## src/rtl/conv_window_scheduler.sv

```systemverilog
// rtl/conv_window_scheduler.sv - credit-gated sliding-window issue scheduler
// with a LAT-deep result tag pipeline for a convolution datapath.
module conv_window_scheduler #(
  parameter int KERNEL  = 3,
  parameter int IMG_W   = 8,
  parameter int IMG_H   = 8,
  parameter int STRIDE  = 1,
  parameter int LAT     = 1,
  parameter int CREDITS = 4,
  localparam int RW = (IMG_H > 1) ? $clog2(IMG_H) : 1,
  localparam int CW = (IMG_W > 1) ? $clog2(IMG_W) : 1
) (
  input  logic          clk,
  input  logic          rst,
  input  logic          start,
  input  logic          cred_ret,
  output logic          calc_en,
  output logic [RW-1:0] win_row,
  output logic [CW-1:0] win_col,
  output logic          res_valid,
  output logic [RW-1:0] res_row,
  output logic [CW-1:0] res_col,
  output logic          res_last,
  output logic          busy,
  output logic          done
);

  localparam int OUT_W    = (IMG_W - KERNEL) / STRIDE + 1;
  localparam int OUT_H    = (IMG_H - KERNEL) / STRIDE + 1;
  localparam int LAST_COL = (OUT_W - 1) * STRIDE;
  localparam int LAST_ROW = (OUT_H - 1) * STRIDE;
  localparam int CRW      = $clog2(CREDITS + 1);

  typedef enum logic [1:0] {IDLE, RUN, DRAIN, DONE} state_t;

  state_t         state, state_nxt;
  logic [RW-1:0]  row;
  logic [CW-1:0]  col;
  logic [CRW-1:0] credit;
  logic           issue;
  logic           last_col;
  logic           last_win;
  logic           pipe_busy;

  logic           v_pipe [LAT];
  logic           l_pipe [LAT];
  logic [RW-1:0]  r_pipe [LAT];
  logic [CW-1:0]  c_pipe [LAT];

  assign issue    = (state == RUN) && (credit != '0);
  assign last_col = (col == CW'(LAST_COL));
  assign last_win = last_col && (row == RW'(LAST_ROW));

  assign calc_en   = issue;
  assign win_row   = row;
  assign win_col   = col;
  assign res_valid = v_pipe[LAT-1];
  assign res_last  = l_pipe[LAT-1];
  assign res_row   = r_pipe[LAT-1];
  assign res_col   = c_pipe[LAT-1];

  always_comb begin
    pipe_busy = 1'b0;
    for (int i = 0; i < LAT; i++) begin
      if (v_pipe[i]) pipe_busy = 1'b1;
    end
  end

  always_ff @(posedge clk) begin
    if (rst) state <= IDLE;
    else     state <= state_nxt;
  end

  always_comb begin
    state_nxt = state;
    busy      = 1'b0;
    done      = 1'b0;
    case (state)
      IDLE: begin
        if (start) state_nxt = RUN;
      end
      RUN: begin
        busy = 1'b1;
        if (issue && last_win) state_nxt = DRAIN;
      end
      DRAIN: begin
        busy = 1'b1;
        if (!pipe_busy) state_nxt = DONE;
      end
      DONE: begin
        done      = 1'b1;
        state_nxt = IDLE;
      end
      default: state_nxt = IDLE;
    endcase
  end

  // Counters are cleared after the final window so the next frame starts clean.
  always_ff @(posedge clk) begin
    if (rst) begin
      row <= '0;
      col <= '0;
    end else if (state == IDLE && start) begin
      row <= '0;
      col <= '0;
    end else if (issue) begin
      if (last_win) begin
        row <= '0;
        col <= '0;
      end else if (last_col) begin
        row <= row + RW'(STRIDE);
        col <= '0;
      end else begin
        col <= col + CW'(STRIDE);
      end
    end
  end

  // A return while full and not issuing is dropped so credit never exceeds CREDITS.
  always_ff @(posedge clk) begin
    if (rst) begin
      credit <= CRW'(CREDITS);
    end else if (issue && !cred_ret) begin
      credit <= credit - CRW'(1);
    end else if (!issue && cred_ret && credit != CRW'(CREDITS)) begin
      credit <= credit + CRW'(1);
    end
  end

  always_ff @(posedge clk) begin
    if (rst) begin
      for (int i = 0; i < LAT; i++) begin
        v_pipe[i] <= 1'b0;
        l_pipe[i] <= 1'b0;
        r_pipe[i] <= '0;
        c_pipe[i] <= '0;
      end
    end else begin
      v_pipe[0] <= issue;
      l_pipe[0] <= issue && last_win;
      r_pipe[0] <= issue ? row : '0;
      c_pipe[0] <= issue ? col : '0;
      for (int i = 1; i < LAT; i++) begin
        v_pipe[i] <= v_pipe[i-1];
        l_pipe[i] <= l_pipe[i-1];
        r_pipe[i] <= r_pipe[i-1];
        c_pipe[i] <= c_pipe[i-1];
      end
    end
  end

endmodule

```

## config.mk

```make
export PLATFORM = sky130hd
export DESIGN_NAME = conv_window_scheduler
export DESIGN_NICKNAME = d
export VERILOG_FILES = /design/src/rtl/conv_window_scheduler.sv
export SDC_FILE = /design/constraint.sdc
export NUM_CORES = 1
export LEC_CHECK = 0
export CAP_MARGIN = 0
export CORE_MARGIN = 3
export CORE_UTILIZATION = 30
export CTS_CLUSTER_DIAMETER = 40
export DETAILED_ROUTE_END_ITERATION = 6
export MAX_ROUTING_LAYER = met4
export SETUP_SLACK_MARGIN = 0.3
export SLEW_MARGIN = 15
export SYNTH_ARGS = -nofsm -noshare
export SYNTH_HDL_FRONTEND = slang
export SYNTH_SLANG_ARGS = --single-unit
```

## constraint.sdc

```tcl
create_clock -name clk -period 2.9 [get_ports clk]
set_input_delay 0.725 -clock clk [delete_from_list [all_inputs] [get_ports clk]]
set_output_delay 0.725 -clock clk [all_outputs]
set_load 0.02 [all_outputs]
```

**Word-level counts from Yosys, hierarchy flattened**

Memories as Yosys holds them, arrays and structs flattened.
Index checks and enable logic that the tools add are counted.

- Output and inout port bits: 17
- Bits in writable memories: 8
- Bits of input ports: 4
- Register bits after elaboration: 11
- Memories: 4

- Multiplexer cells: 26
- Reductions and logical operators: 21
- $add $sub $neg: 4
- Equal/unequal tests: 9

Memories:

| name | words | width | rd ports | clocked after memory_dff | write ports | RTL line | RTL |
|---|---|---|---|---|---|---|---|
| c_pipe | 1 | 3 | 1 | 0 | 1 | 48 | `logic [CW-1:0] c_pipe [LAT];` |
| r_pipe | 1 | 3 | 1 | 0 | 1 | 47 | `logic [RW-1:0] r_pipe [LAT];` |
| l_pipe | 1 | 1 | 1 | 0 | 1 | 46 | `logic l_pipe [LAT];` |
| v_pipe | 1 | 1 | 1 | 0 | 1 | 45 | `logic v_pipe [LAT];` |

Operators by type and width:

| cell | number |
|---|---|
| 3-bit two-way mux | 10 |
| 1-bit two-way mux | 12 |
| 3-bit by 1-bit adder with 3-bit output, second input constant | 3 |
| 2-bit one-hot mux with 4 select lines | 1 |
| 1-bit logical AND | 7 |
| 3-bit == test, second input constant | 2 |
| 2-bit two-way mux | 3 |
| 3-bit OR reduction | 2 |
| 2-bit == test, second input constant | 2 |
| 2-bit inequality test, second input constant | 2 |
| 2-bit nonzero test | 2 |
| 2-bit OR reduction | 2 |
| 3-bit inequality test, second input constant | 1 |
| 3-bit AND reduction | 1 |
| 3-bit nonzero test | 1 |
| 3-bit by 1-bit subtractor with 3-bit output, second input constant | 1 |
| 2-bit by 1-bit == test with 1-bit output, second input constant | 1 |
| 1-bit zero test | 2 |
| 2-bit zero test | 1 |
| 2-bit by 1-bit inequality test with 1-bit output, second input constant | 1 |
| 2-bit AND reduction | 1 |
| 1-bit OR reduction | 2 |

**Longest topological paths before layout**

- Depth after elaboration: 7
- Mapped depth: 11

**Least setup slack after synthesis**

OpenSTA, ideal clock, no wires.

- Kind: flip-flop to flip-flop
- Start: register state[1]
- End: register credit[2]
- Period minus slack after synthesis: 2.309 ns
- Path buffers: 1
- Arrival time: 2.184 ns
- Setup time: 0.124 ns
- Stages on the path, launching flop included: 11
- Slack: 0.591 ns
- Path through: dfxtp_1 -> inv_1 -> ha_1 -> buf_2 -> o31ai_4 -> inv_4 -> or2b_1 -> fa_1 -> or3b_2 -> nand3_1 -> nand3_1

- Longest elaborated chain between the ends: 6
- Elaborated cells on any way between the ends: 8
- Those cells by class: eq/ne: 1; mux: 1; reduce/logical: 6

RTL lines:

| item | RTL line | RTL |
|---|---|---|
| start: declaration | 36 | `state_t state, state_nxt;` |
| start signal: assignment | 71 | `else state <= state_nxt;` |
| 2-bit by 1-bit == test with 1-bit output * | 50 | `assign issue = (state == RUN) && (credit != '0);` |
| 1-bit logical AND * | 50 |  |
| net calc_en | 17 | `output logic calc_en,` |
| 1-bit zero test | 125 | `end else if (!issue && cred_ret && credit != CRW'(CREDITS)) begin` |
| 1-bit logical AND (2 in a row) | 125 |  |
| 2-bit nonzero test (no source line) | -- |  |
| end signal: assignment | 122 | `credit <= CRW'(CREDITS);` |
| end signal: assignment | 124 | `credit <= credit - CRW'(1);` |
| end signal: assignment | 126 | `credit <= credit + CRW'(1);` |
| end: declaration | 39 | `logic [CRW-1:0] credit;` |

Mark *: on every way through the listed nets, which the timed path passes. The rest lies on a longest branch.
A chain may end at the register's enable or synchronous reset.

**Final worst setup path**

- Start: register state[0]
- End: output busy

- Longest elaborated chain between the ends: 3
- Elaborated cells on any way between the ends: 4
- Those cells by class: eq/ne: 2; mux: 1; reduce/logical: 1

RTL lines:

| item | RTL line | RTL |
|---|---|---|
| 2-bit by 1-bit == test with 1-bit output / 2-bit == test (equally long branches) | 78 | `case (state)` |
| 2-bit OR reduction (no source line) * | -- |  |
| 1-bit two-way mux * | 78 |  |
| end: declaration | 24 | `output logic busy,` |

Mark *: on every way between the ends. The rest lies on a longest branch, timed or not.

==> results.sh <==
export IMPL_grt_pass1_wl_um=3050
export IMPL_ys_ff_latch=19
export IMPL_ys_async_sr_fraction_pct=0
export IMPL_antenna_found_initial=0
export IMPL_port_buffers=20
export IMPL_multi_input_area_um2=508
export IMPL_fin_util_pct=42.0
export IMPL_timing_final_crit_share_pct=85.1
export IMPL_ctsHoldBuffers=0
export IMPL_p_leak_uw=0.000453
export IMPL_die_x_um=61.4
export IMPL_syn_nets=111
export IMPL_routed_wl_um=1890
export IMPL_max_slew_margin_rel_pct=69.7
export IMPL_synthFlopType="dfxtp_1"
export IMPL_area_delta_synth_final_pct=29.9
export IMPL_die_h_um=61.4
export IMPL_clk_pin_slew_ns=0.11
export IMPL_cts_root_buffer="clkbuf_4"
export IMPL_wire_per_inst_um=12.3
export IMPL_synth_cell_type_count=36
export IMPL_finalClockSkew_ns=0.00215
export IMPL_postCtsSetupBuffers=0
export IMPL_clock_latency_ns=0.29
export IMPL_gp_congestion=0.679
export IMPL_vias=762
export IMPL_slew_viol_final=0
export IMPL_drive_gt1_share_pct=9.84
export IMPL_cp_end_kind="primary output"
export IMPL_synth_cell_area_um2=922
export IMPL_ios=21
export IMPL_netlist_instances=100
export IMPL_htreeDepth=1
export IMPL_vias_per_cell=4.98
export IMPL_cts_tree="done"
export IMPL_first_pass_iters=6
export IMPL_overflow=0
export IMPL_dp_hpwl_um=1410
export IMPL_rows=19
export IMPL_tightest_slew_ns=0.454
export IMPL_antenna_left=0
export IMPL_dieArea_um2=3770
export IMPL_min_path_type="flop to flop"
export IMPL_cp_arrival_ns=1.74
export IMPL_ys_seq_area_share_pct=41.2
export IMPL_grt_pass1_vias=700
export IMPL_critPathLaunchType="flop"
export IMPL_diodes=0
export IMPL_clockBufferDepth=2
export IMPL_layout_min_cycle_time_ns=2.47
export IMPL_fp_coreArea_um2=2850
export IMPL_max_freq_mhz=405
export IMPL_critical_path_class="flop to primary output"
export IMPL_powerDensity_nw_per_um2=791
export IMPL_remaining_drc_errors=0
export IMPL_run_status="finished, final reports clean"
export IMPL_rsz0062_at_grt="no"
export IMPL_setup_viol=0
export IMPL_grt_use_total_pct=11.2
export IMPL_start_util_pct=32.3
export IMPL_vdd_drop_max_v=0.000233
export IMPL_synth_edff_count=0
export IMPL_syn_mean_instance_area_um2=9.22
export IMPL_seqCellArea_um2=380
export IMPL_final_hold_violation_count=0
export IMPL_worstPathMaxFanout=4
export IMPL_nFillCells=287
export IMPL_drt_initial_drc_count=31
export IMPL_nets=134
export IMPL_grt_max_degree=12
export IMPL_tns_ns=0
export IMPL_cts_buffers_inserted=3
export IMPL_yosys_warnings=0
export IMPL_cts_sinks=19
export IMPL_worst_ep_required_time_ns=2.17
export IMPL_max_cap_viol_count=0
[per-layer routing]
metal | part of all wire, % | routed length (um) | track usage (%)
met1 | 51 | 971 | 14.2
met5 | 0 | 0 | -
met3 | 3.3 | 62 | 2.52
met4 | 2.9 | 54 | 5.45
met2 | 42 | 801 | 16.6
[flip-flops by register name, summed over array words and instances (netlist names)]
signal and cells:
c_pipe 3, credit 3, l_pipe 1, r_pipe 3, state 2, v_pipe 1
win_col 3, win_row 3
[path summary, 6_finish.rpt]
kind              slack [ns]  cells past startpoint       start         end
setup reg to reg        0.55                     10    state[1]   credit[2]
setup / recovery        0.43                      3    state[0]        busy
hold reg to reg         0.51                      2  win_col[2]  win_col[2]
hold / removal          0.51                      2  win_col[2]  win_col[2]
[cells in the mapped netlist, drive strengths merged (2+ instances only)]
library cell | n | area, um2
a21oi | 5 | 28.8
and3 | 2 | 12.5
nand2 | 5 | 21.3
dfxtp | 19 | 380
and2 | 5 | 31.3
nand3b | 4 | 30.0
nor3 | 4 | 20.0
nor2 | 8 | 30.0
nand2b | 3 | 18.8
nand3 | 3 | 15.0
buf | 3 | 13.8
ha | 6 | 75.1
inv | 8 | 32.5
o21ai | 5 | 25.0
a31oi | 2 | 12.5
xor2 | 2 | 17.5
[metrics by stage]
step                power, uW  hold WS (ns)  instances  area, um2  setup slack, ns
floorplan                 667         0.482        100        922            0.591
global placement          782         0.502        149       1150            0.372
detailed placement        802         0.503        149       1150            0.337
CTS                       954         0.521        153       1190            0.341
global route             1020         0.539        153       1200            0.328
finish                    948         0.511        153       1200            0.433
[layout make-up]
| class | count | share of cell area, % |
|---|---|---|
| Inverter | 8 | 2.72 |
| Tap cell | 31 | 3.24 |
| Clock inverter | 1 | 0.418 |
| Multi-Input combinational cell | 70 | 42.4 |
| Timing Repair Buffer | 21 | 17.6 |
| Clock buffer | 3 | 1.88 |
| Sequential cell | 19 | 31.8 |
[power breakdown]
part | switching, uW | leakage (uW) | internal, uW
sequential | 59.1 | 0.000154 | 299
combinational | 256 | 0.000281 | 202
clock | 80.8 | 0.0000177 | 51.3
[timing repair]
item	CTS	global route
setup endpoints to repair	1	1
resized for setup	2	1
pin swaps	0	0
[worst max-delay path, stage by stage (launching register included)]
cell	delay (ns)
dfxtp_1	0.44
inv_1	0.09
ha_1	0.31
clkdlybuf4s50_1	0.60
[cells in the final DEF (no fill, tap or decap), types with 4 or more instances in the layout]
master	synthesis	routed
a21oi_1	4	4
and2_1	5	5
clkdlybuf4s50_1	0	19
dfxtp_1	19	19
ha_1	6	5
inv_1	7	7
nand2_1	4	4
nand3b_1	4	4
nor2_1	8	8
nor3_1	4	4
o21ai_0	5	5
[cell families after synthesis]
kind of cell	after synthesis	synth area share, %
and+or+nand+nor	39	23.5
adders and majority gates	7	10.3
buffers and inverters	11	5.02
muxes	1	1.09
xor gates and xnor gates	3	2.85
DFF	19	41.2
AOI/OAI and AO/OA	20	16.0
Power figures use the tool's default switching activity.
